## src/rtl/ram_s2p_fifo_ctrl.sv

```systemverilog
// Valid/ready FIFO controller around a simple dual-port RAM with a 1-cycle
// registered read port. Words are written through RAM port A, read back through
// port B, and staged in a 2-entry output buffer so that the downstream side sees
// a registered, first-word-fall-through stream at one word per cycle.
module ram_s2p_fifo_ctrl #(
  parameter int BYTE_WIDTH    = 8,
  parameter int BYTES_IN_WORD = 4,
  parameter int WORD_COUNT    = 256,
  localparam int ADDR_WIDTH   = $clog2(WORD_COUNT),
  localparam int WORD_WIDTH   = BYTE_WIDTH * BYTES_IN_WORD,
  localparam int CNT_WIDTH    = $clog2(WORD_COUNT + 3)
) (
  input  logic                     clk_i,
  input  logic                     rst_i,
  input  logic                     s_valid_i,
  output logic                     s_ready_o,
  input  logic [WORD_WIDTH-1:0]    s_data_i,
  output logic                     m_valid_o,
  input  logic                     m_ready_i,
  output logic [WORD_WIDTH-1:0]    m_data_o,
  output logic                     ram_we_o,
  output logic [BYTES_IN_WORD-1:0] ram_be_o,
  output logic [ADDR_WIDTH-1:0]    ram_waddr_o,
  output logic [WORD_WIDTH-1:0]    ram_wdata_o,
  output logic [ADDR_WIDTH-1:0]    ram_raddr_o,
  input  logic [WORD_WIDTH-1:0]    ram_rdata_i,
  output logic [CNT_WIDTH-1:0]     count_o,
  output logic                     empty_o,
  output logic                     full_o
);

  localparam int PTR_WIDTH = ADDR_WIDTH + 1;

  logic [PTR_WIDTH-1:0]  wr_ptr_q, wr_ptr_d;
  logic [PTR_WIDTH-1:0]  rd_ptr_q, rd_ptr_d;
  logic                  inflight_q, inflight_d;
  logic [1:0]            buf_cnt_q, buf_cnt_d;
  logic [WORD_WIDTH-1:0] buf0_q, buf0_d;
  logic [WORD_WIDTH-1:0] buf1_q, buf1_d;
  logic [CNT_WIDTH-1:0]  count_q, count_d;

  logic [PTR_WIDTH-1:0]  ram_occ;
  logic                  full;
  logic                  push;
  logic                  pop;
  logic                  issue;
  logic [1:0]            buf_after_pop;
  logic [1:0]            stage_after_pop;

  // Pointers carry one extra wrap bit so full and empty are distinguishable.
  assign ram_occ = wr_ptr_q - rd_ptr_q;
  assign full    = (wr_ptr_q[ADDR_WIDTH] != rd_ptr_q[ADDR_WIDTH]) &&
                   (wr_ptr_q[ADDR_WIDTH-1:0] == rd_ptr_q[ADDR_WIDTH-1:0]);

  assign s_ready_o = !full && !rst_i;
  assign push      = s_valid_i && s_ready_o;
  assign m_valid_o = (buf_cnt_q != 2'd0);
  assign m_data_o  = buf0_q;
  assign pop       = m_valid_o && m_ready_i;

  // A read is issued only while the staged words (buffer + in-flight) that
  // survive this edge leave room for one more. Counting the pop here keeps the
  // buffer topped up at full rate; without it the output would bubble every
  // other word. Occupancy uses pre-edge pointers, so the slot being written
  // this cycle is never the one being read.
  assign buf_after_pop   = buf_cnt_q - {1'b0, pop};
  assign stage_after_pop = buf_after_pop + {1'b0, inflight_q};
  assign issue           = (ram_occ != '0) && (stage_after_pop < 2'd2);

  assign ram_we_o    = push;
  assign ram_be_o    = '1;
  assign ram_waddr_o = wr_ptr_q[ADDR_WIDTH-1:0];
  assign ram_wdata_o = s_data_i;
  assign ram_raddr_o = rd_ptr_q[ADDR_WIDTH-1:0];

  assign count_o = count_q;
  assign empty_o = (count_q == '0);
  assign full_o  = full;

  // Next-state for pointers, the output buffer and the occupancy counter.
  always_comb begin
    wr_ptr_d   = wr_ptr_q;
    rd_ptr_d   = rd_ptr_q;
    inflight_d = issue;
    buf_cnt_d  = stage_after_pop;
    buf0_d     = buf0_q;
    buf1_d     = buf1_q;
    count_d    = count_q;

    if (push) begin
      wr_ptr_d = wr_ptr_q + PTR_WIDTH'(1);
    end
    if (issue) begin
      rd_ptr_d = rd_ptr_q + PTR_WIDTH'(1);
    end

    // Popping with two words buffered shifts the second into the head.
    if (pop && (buf_cnt_q == 2'd2)) begin
      buf0_d = buf1_q;
    end
    // Returning read data lands in the first free slot after the pop.
    if (inflight_q) begin
      if (buf_after_pop == 2'd0) begin
        buf0_d = ram_rdata_i;
      end else begin
        buf1_d = ram_rdata_i;
      end
    end

    case ({push, pop})
      2'b10:   count_d = count_q + CNT_WIDTH'(1);
      2'b01:   count_d = count_q - CNT_WIDTH'(1);
      default: count_d = count_q;
    endcase
  end

  // State registers; reset discards stored words and any read in flight.
  always_ff @(posedge clk_i) begin
    if (rst_i) begin
      wr_ptr_q   <= '0;
      rd_ptr_q   <= '0;
      inflight_q <= 1'b0;
      buf_cnt_q  <= 2'd0;
      buf0_q     <= '0;
      buf1_q     <= '0;
      count_q    <= '0;
    end else begin
      wr_ptr_q   <= wr_ptr_d;
      rd_ptr_q   <= rd_ptr_d;
      inflight_q <= inflight_d;
      buf_cnt_q  <= buf_cnt_d;
      buf0_q     <= buf0_d;
      buf1_q     <= buf1_d;
      count_q    <= count_d;
    end
  end

endmodule

```

## config.mk

```make
export PLATFORM = sky130hd
export DESIGN_NAME = ram_s2p_fifo_ctrl
export DESIGN_NICKNAME = d
export VERILOG_FILES = /design/src/rtl/ram_s2p_fifo_ctrl.sv
export SDC_FILE = /design/constraint.sdc
export NUM_CORES = 1
export LEC_CHECK = 0
export CAP_MARGIN = 10
export CORE_UTILIZATION = 35
export CTS_BUF_LIST = sky130_fd_sc_hd__clkbuf_2
export CTS_CLUSTER_DIAMETER = 60
export DETAILED_ROUTE_END_ITERATION = 10
export PLACE_DENSITY_LB_ADDON = 0.25
export SETUP_SLACK_MARGIN = 0.4
export SLEW_MARGIN = 40
export SYNTH_ARGS = -nofsm -noshare
export SYNTH_HDL_FRONTEND = slang
export SYNTH_SLANG_ARGS = --single-unit
```

## constraint.sdc

```tcl
create_clock -name clk_i -period 4.1 [get_ports clk_i]
set_input_delay 0.82 -clock clk_i [delete_from_list [all_inputs] [get_ports clk_i]]
set_output_delay 0.82 -clock clk_i [all_outputs]
set_load 0.03 [all_outputs]
```

# ---- After elaboration in Yosys (flattened, before gate mapping)
# Cells that the tools add are included.
# Widths: inputs -> output; s select.
dict set report totals {
  ff_bits 94
  latch_bits 0
  ramBits 0
  mem_bits_ro 0
  inputBits 68
  out_inout_bits 98
  wordCells 39
  n_memories 0
}
dict set report classes {
  addsub 7
  mul 0
  n_div 0
  magnitude_cmp 1
  n_eq_ne 5
  shift 0
  muxes 4
  bitwise 1
  n_reduce_logical 14
}
# cell count
set op_table {}
lappend op_table {{$mux 32} 3}
lappend op_table {{$add 9x1->9 const B} 3}
lappend op_table {{$pmux 9 s2} 1}
lappend op_table {{$logic_not 9->1} 1}
lappend op_table {{$reduce_bool 9->1} 1}
lappend op_table {{$sub 9x1->9 const B} 1}
lappend op_table {{$sub 9x9->9} 1}
lappend op_table {{$eq 8x8->1} 1}
lappend op_table {{$logic_and 1x1->1} 6}
lappend op_table {{$eq 2x2->1 const B} 2}
lappend op_table {{$reduce_bool 2->1} 2}
lappend op_table {{$add 2x1->2} 1}
lappend op_table {{$eq 2x1->1 const B} 1}
lappend op_table {{$logic_not 1->1} 2}
lappend op_table {{$logic_not 2->1} 1}
lappend op_table {{$lt 2x2->1 const B} 1}
lappend op_table {{$reduce_and 2->1} 1}
lappend op_table {{$sub 2x1->2} 1}
lappend op_table {{$ne 1x1->1} 1}
lappend op_table {{$not 1->1} 1}

# ---- Logic depth before layout (Yosys ltp)
dict set report logic_depth {
  word_depth 7
  ltp_mapped 16
}

# ---- Worst setup path after synthesis
# No wires, ideal clock.
dict set report synth_path {
  kind {flip-flop to flip-flop}
  from {register rd_ptr_q[6]}
  to {register count_q[8] (netlist: count_o[8])}
  setup_time_ns 0.128
  arrival_time_ns 3.967
  setup_slack_ns 0.005
  path_stages_with_launch 16
  period_less_slack_ns 4.095
  cell_sequence {dfxtp_1 -> inv_1 -> ha_1 -> nand4_1 -> nor3_1 -> nor2_1 -> nand2_1 -> ha_1 -> ha_1 -> nor2b_1 -> o21ai_0 -> a21oi_1 -> o41ai_1 -> mux2i_1 -> xor2_1 -> nor2_1}
}
dict set report synth_between {
  elab_chain_len 7
  word_cells_on_any_way 9
  cone_classes {eq/ne (3); mux (1); reduce/logical (5)}
}
# element line_no
set synth_rtl {}
lappend synth_rtl {{from (decl)} 35} ;# logic [PTR_WIDTH-1:0] rd_ptr_q, rd_ptr_d;
lappend synth_rtl {{from (signal assigned)} 129} ;# rd_ptr_q <= rd_ptr_d;
lappend synth_rtl {{$eq 8x8->1 *} 53} ;# (wr_ptr_q[ADDR_WIDTH-1:0] == rd_ptr_q[ADDR_WIDTH-1:0]);
lappend synth_rtl {{$logic_and 1x1->1 *} 52} ;# assign full = (wr_ptr_q[ADDR_WIDTH] != rd_ptr_q[ADDR_WIDTH]) &&
lappend synth_rtl {{via full_o} 29} ;# output logic full_o
lappend synth_rtl {{$logic_not 1->1 *} 55} ;# assign s_ready_o = !full && !rst_i;
lappend synth_rtl {{$logic_and 1x1->1 *} 55}
lappend synth_rtl {{via s_ready_o} 16} ;# output logic s_ready_o,
lappend synth_rtl {{$logic_and 1x1->1 *} 56} ;# assign push = s_valid_i && s_ready_o;
lappend synth_rtl {{$eq 2x1->1 or $eq 2x2->1 (tied branches)} 110} ;# case ({push, pop})
lappend synth_rtl {{$pmux 9 s2 or $reduce_bool 2->1 (tied branches)} --}
lappend synth_rtl {{to (signal assigned)} 134} ;# count_q <= count_d;
lappend synth_rtl {{to (decl)} 40} ;# logic [CNT_WIDTH-1:0] count_q, count_d;
# Mark *: on every way through the listed nets, which the timed path passes. The rest lies on a longest branch.
# A chain may end at the register's enable or synchronous reset.

# ---- Final worst setup path
dict set report layout_path {
  from {register rd_ptr_q[6]}
  to {output port full_o}
}
dict set report layout_between {
  elab_chain_len 2
}
# element line_no
set layout_rtl {}
lappend layout_rtl {{$eq 8x8->1} 53}
lappend layout_rtl {{$logic_and 1x1->1} 52}
lappend layout_rtl {{to (decl)} 29}
# No other way between the ends.

==> impl_metrics.csv <==
group,metric,value,unit
run_status,status,"complete, no violations",
cts,cts_tree,"done",
cts,cts_setup_buffers,0,
power,p_int,2.17,mW
worst_setup_path,r2r_setup_slack,0.71,ns
power,leakage,2.30,nW
worst_setup_path,cp_slowest_cell,"clkdlybuf4s50_1",
sta,holdWs,0.471,ns
sta,rsz0062_at_grt,"yes",
global_route,grt_max_degree,98,
power,switching_share,0.447,
cts,cts_num_sinks,94,
place,dp_worst_setup_slack,0.452,ns
global_route,grt.total_usage,0.163,
sta,slew_headroom,0.500,
sta,skew,0.0179,ns
worst_setup_path,r2r_cells,15,
logic_synthesis,synth_warnings,0,
sta,slew_viol_final,0,
routing,final_antenna_net_count,0,
layout,multi_input_area,0.00244,mm^2
power,powerDensity,684,mW/mm^2
worst_setup_path,start_kind,"flop",
worst_setup_path,critPathBufInv,2,
cts,insertion_delay,0.59,ns
place,io_buffers,97,
sta,tightest_slew,0.750,ns
worst_setup_path,crit_path_max_incr_delay,0.71,ns
cts,cts_buffer_depth,2,
power,pwr-share-comb,0.531,
worst_setup_path,critPathMaxFanout,7,
power,p_clk_frac,0.123,
logic_synthesis,syn_inst,579,
routing,drc,0,
logic_synthesis,synth_seq_area_share,0.389,
place,globalplace.congestion,0.824,
power,power,3.92,mW
logic_synthesis,synth-seq-cells,94,
job,cap_violations,0,
worst_setup_path,cp-end-kind,"primary output",
worst_setup_path,cp.depth,5,
routing,drtIter0Drc,219,
floorplan,dieArea,0.0143,mm^2
routing,first_pass_iters,4,
routing,vias,3997,
floorplan,ios,166,
logic_synthesis,synth_area,0.00484,mm^2
sta,clock.fmax,0.291,GHz
min_path,min_path_type,"reg2reg",
place,place_area,0.00561,mm^2
power,switching_power,1.75,mW
cts,cts_buffers,9,
layout,fill_cells,1367,
layout,layout.cells.non_filler,795,
logic_synthesis,synth_edf_count,0,
global_route,antenna_found_initial,0,
layout,fin_util,0.429,
place,dp.cells,779,
sta,finalSetupViolations,0,
layout,final_common_cell,"clkdlybuf4s50_1",
cts,cts.clk_slew.worst_paths,0.26,ns
logic_synthesis,ys_types,43,
min_path,min_from,"buf1_q[11]",
place,dp_hpwl,7410,um
logic_synthesis,syn_area_per_cell,8.37,um^2
global_route,overflow,0,
routing,viasPerCell,5.03,
worst_setup_path,cp.required,3.28,ns
power,pwr-share-seq,0.347,
routing,wl_per_cell,14.0,um
layout,final_cell_mix,"95 x clkdlybuf4s50_1, 93 x dfxtp_1, 74 x nand2_1, 69 x nor2_1, 52 x a21oi_1",
logic_synthesis,ys.flop_type,"dfxtp_1",
global_route,grt_pass1_wl,18700,um
floorplan,row_count,42,
sta,hold_violations,0,
worst_setup_path,crit_start,"rd_ptr_q[6]",
layout,regArea,0.00188,mm^2
worst_setup_path,r2r_start,"rd_ptr_q[6]",
layout,area_growth,18.3,%
sta,worst_slack,0.667,ns
floorplan,die_h,120,um
floorplan,core_area,0.0133,mm^2
sta,layout_min_cycle_time,3.43,ns
logic_synthesis,async_reset_ff_frac,0,
power,peakVddDrop,0.452,mV
worst_setup_path,cpLargestDelayFamily,"buffers and inverters",
global_route,grt_pass1_vias,3909,
worst_setup_path,path_class,"reg2out",
floorplan,die_w,120,um
floorplan,start_util,0.363,
layout,drive_gt1_frac,0.0517,
sta,setup_tns,0,ns
worst_setup_path,worstPathArrival,2.61,ns
layout,antenna_cells,0,
sta,post-route-period-util,0.837,
layout,final_cell_area,0.00573,mm^2
routing,drt-total-wl,11200,um
min_path,hold_depth,2,
cts,htreeDepth,3,
cts,clock-root-buffer,"clkbuf_2",
worst_setup_path,path_cells,"inv_1 -> ha_1 -> nand4_1 -> nor3_4 -> clkdlybuf4s50_1",
layout,layout.nets,704,
==> worst register-to-register path: cells and delay by family, from the launching register on <==
family / cells / cell delay (ns)
flip-flops: 1 / 0.44
AO/OA/AOI/OAI: 3 / 0.60
multiplexers: 1 / 0.25
AND/OR/NAND/NOR: 6 / 0.84
XOR/XNOR: 1 / 0.17
adder cells (fa/ha/maj): 3 / 0.94
buffers and inverters: 1 / 0.06
==> worst paths after layout <==
kind,endpoint
min,buf1_q[11]
max,full_o
min reg2reg,buf1_q[11]
max reg2reg,count_o[8]
==> cells by family (layout without fill, tap and decap cells) <==
group / after synthesis / after routing / share of synthesized area
simple gates: 195 / 195 / 0.178
fa+ha+maj: 22 / 22 / 0.0599
xor+xnor: 20 / 20 / 0.0362
other cells: 1 / 4 / 0.000774
compound gates: 111 / 111 / 0.142
mux: 37 / 37 / 0.0765
buf+inv: 99 / 136 / 0.119
flops: 94 / 94 / 0.389
==> state kept, by name, summed over array words and instances (netlist names) <==
| name | cells |
|---|---|
| buf1_q | 32 |
| buf_cnt_q | 2 |
| count_o | 9 |
| inflight_q | 1 |
| m_data_o | 32 |
| rd_ptr_q | 9 |
| wr_ptr_q | 9 |
==> cells in the mapped netlist, drive strengths merged (3+ instances only) <==
| master | count | share of area |
|---|---|---|
| nor2 | 70 | 0.055 |
| a211oi | 34 | 0.053 |
| nor2b | 5 | 0.0065 |
| nor3 | 6 | 0.0062 |
| nand2 | 74 | 0.057 |
| or3 | 8 | 0.010 |
| nand3 | 10 | 0.010 |
| or4 | 5 | 0.0078 |
| a21oi | 52 | 0.054 |
| clkbuf | 22 | 0.017 |
| nand4 | 4 | 0.0052 |
| buf | 60 | 0.088 |
| mux2i | 37 | 0.076 |
| ha | 20 | 0.052 |
| o31ai | 5 | 0.011 |
| o21ai | 13 | 0.013 |
| inv | 16 | 0.012 |
| xnor2 | 9 | 0.016 |
| dfxtp | 94 | 0.39 |
| xor2 | 11 | 0.020 |
| nand2b | 3 | 0.0039 |
==> power by group through the flow <==
| stage | logic [mW] | registers [mW] | clock network, mW |
|---|---|---|---|
| 2_1_floorplan | 1.20 | 1.67 | 0 |
| 3_3_place_gp | 2.07 | 1.37 | 0 |
| 3_5_place_dp | 2.10 | 1.38 | 0 |
| 4_1_cts | 2.11 | 1.36 | 0.511 |
| 5_1_grt | 2.29 | 1.40 | 0.549 |
| 6_report | 2.08 | 1.36 | 0.480 |
==> layout make-up <==
type / instances / area share
inverters: 17 / 0.0111
well taps: 176 / 0.0384
repair buffers: 103 / 0.176
clock buffers: 9 / 0.00786
multi-input cells: 389 / 0.425
flip-flops and latches: 94 / 0.329
clock inverters: 7 / 0.0124
==> what timing repair did <==
action                     in CTS  in global routing
hold endpoints to repair        0                  0
resized for setup               1                  5
setup endpoints to repair       1                  6
gates cloned                    0                  0
pin swaps                       0                  0
hold buffers                    0                  0
==> metal layers <==
layer / vias to the layer above / track usage / routed length (um)
met5: - / 0 / 0
met4: 0 / 0.0477 / 156
met3: 23 / 0.0532 / 668
met2: 103 / 0.260 / 5130
met1: 1868 / 0.208 / 5210
li1: 2003 / - / -
Note: power is estimated with default switching activity, not from simulation.
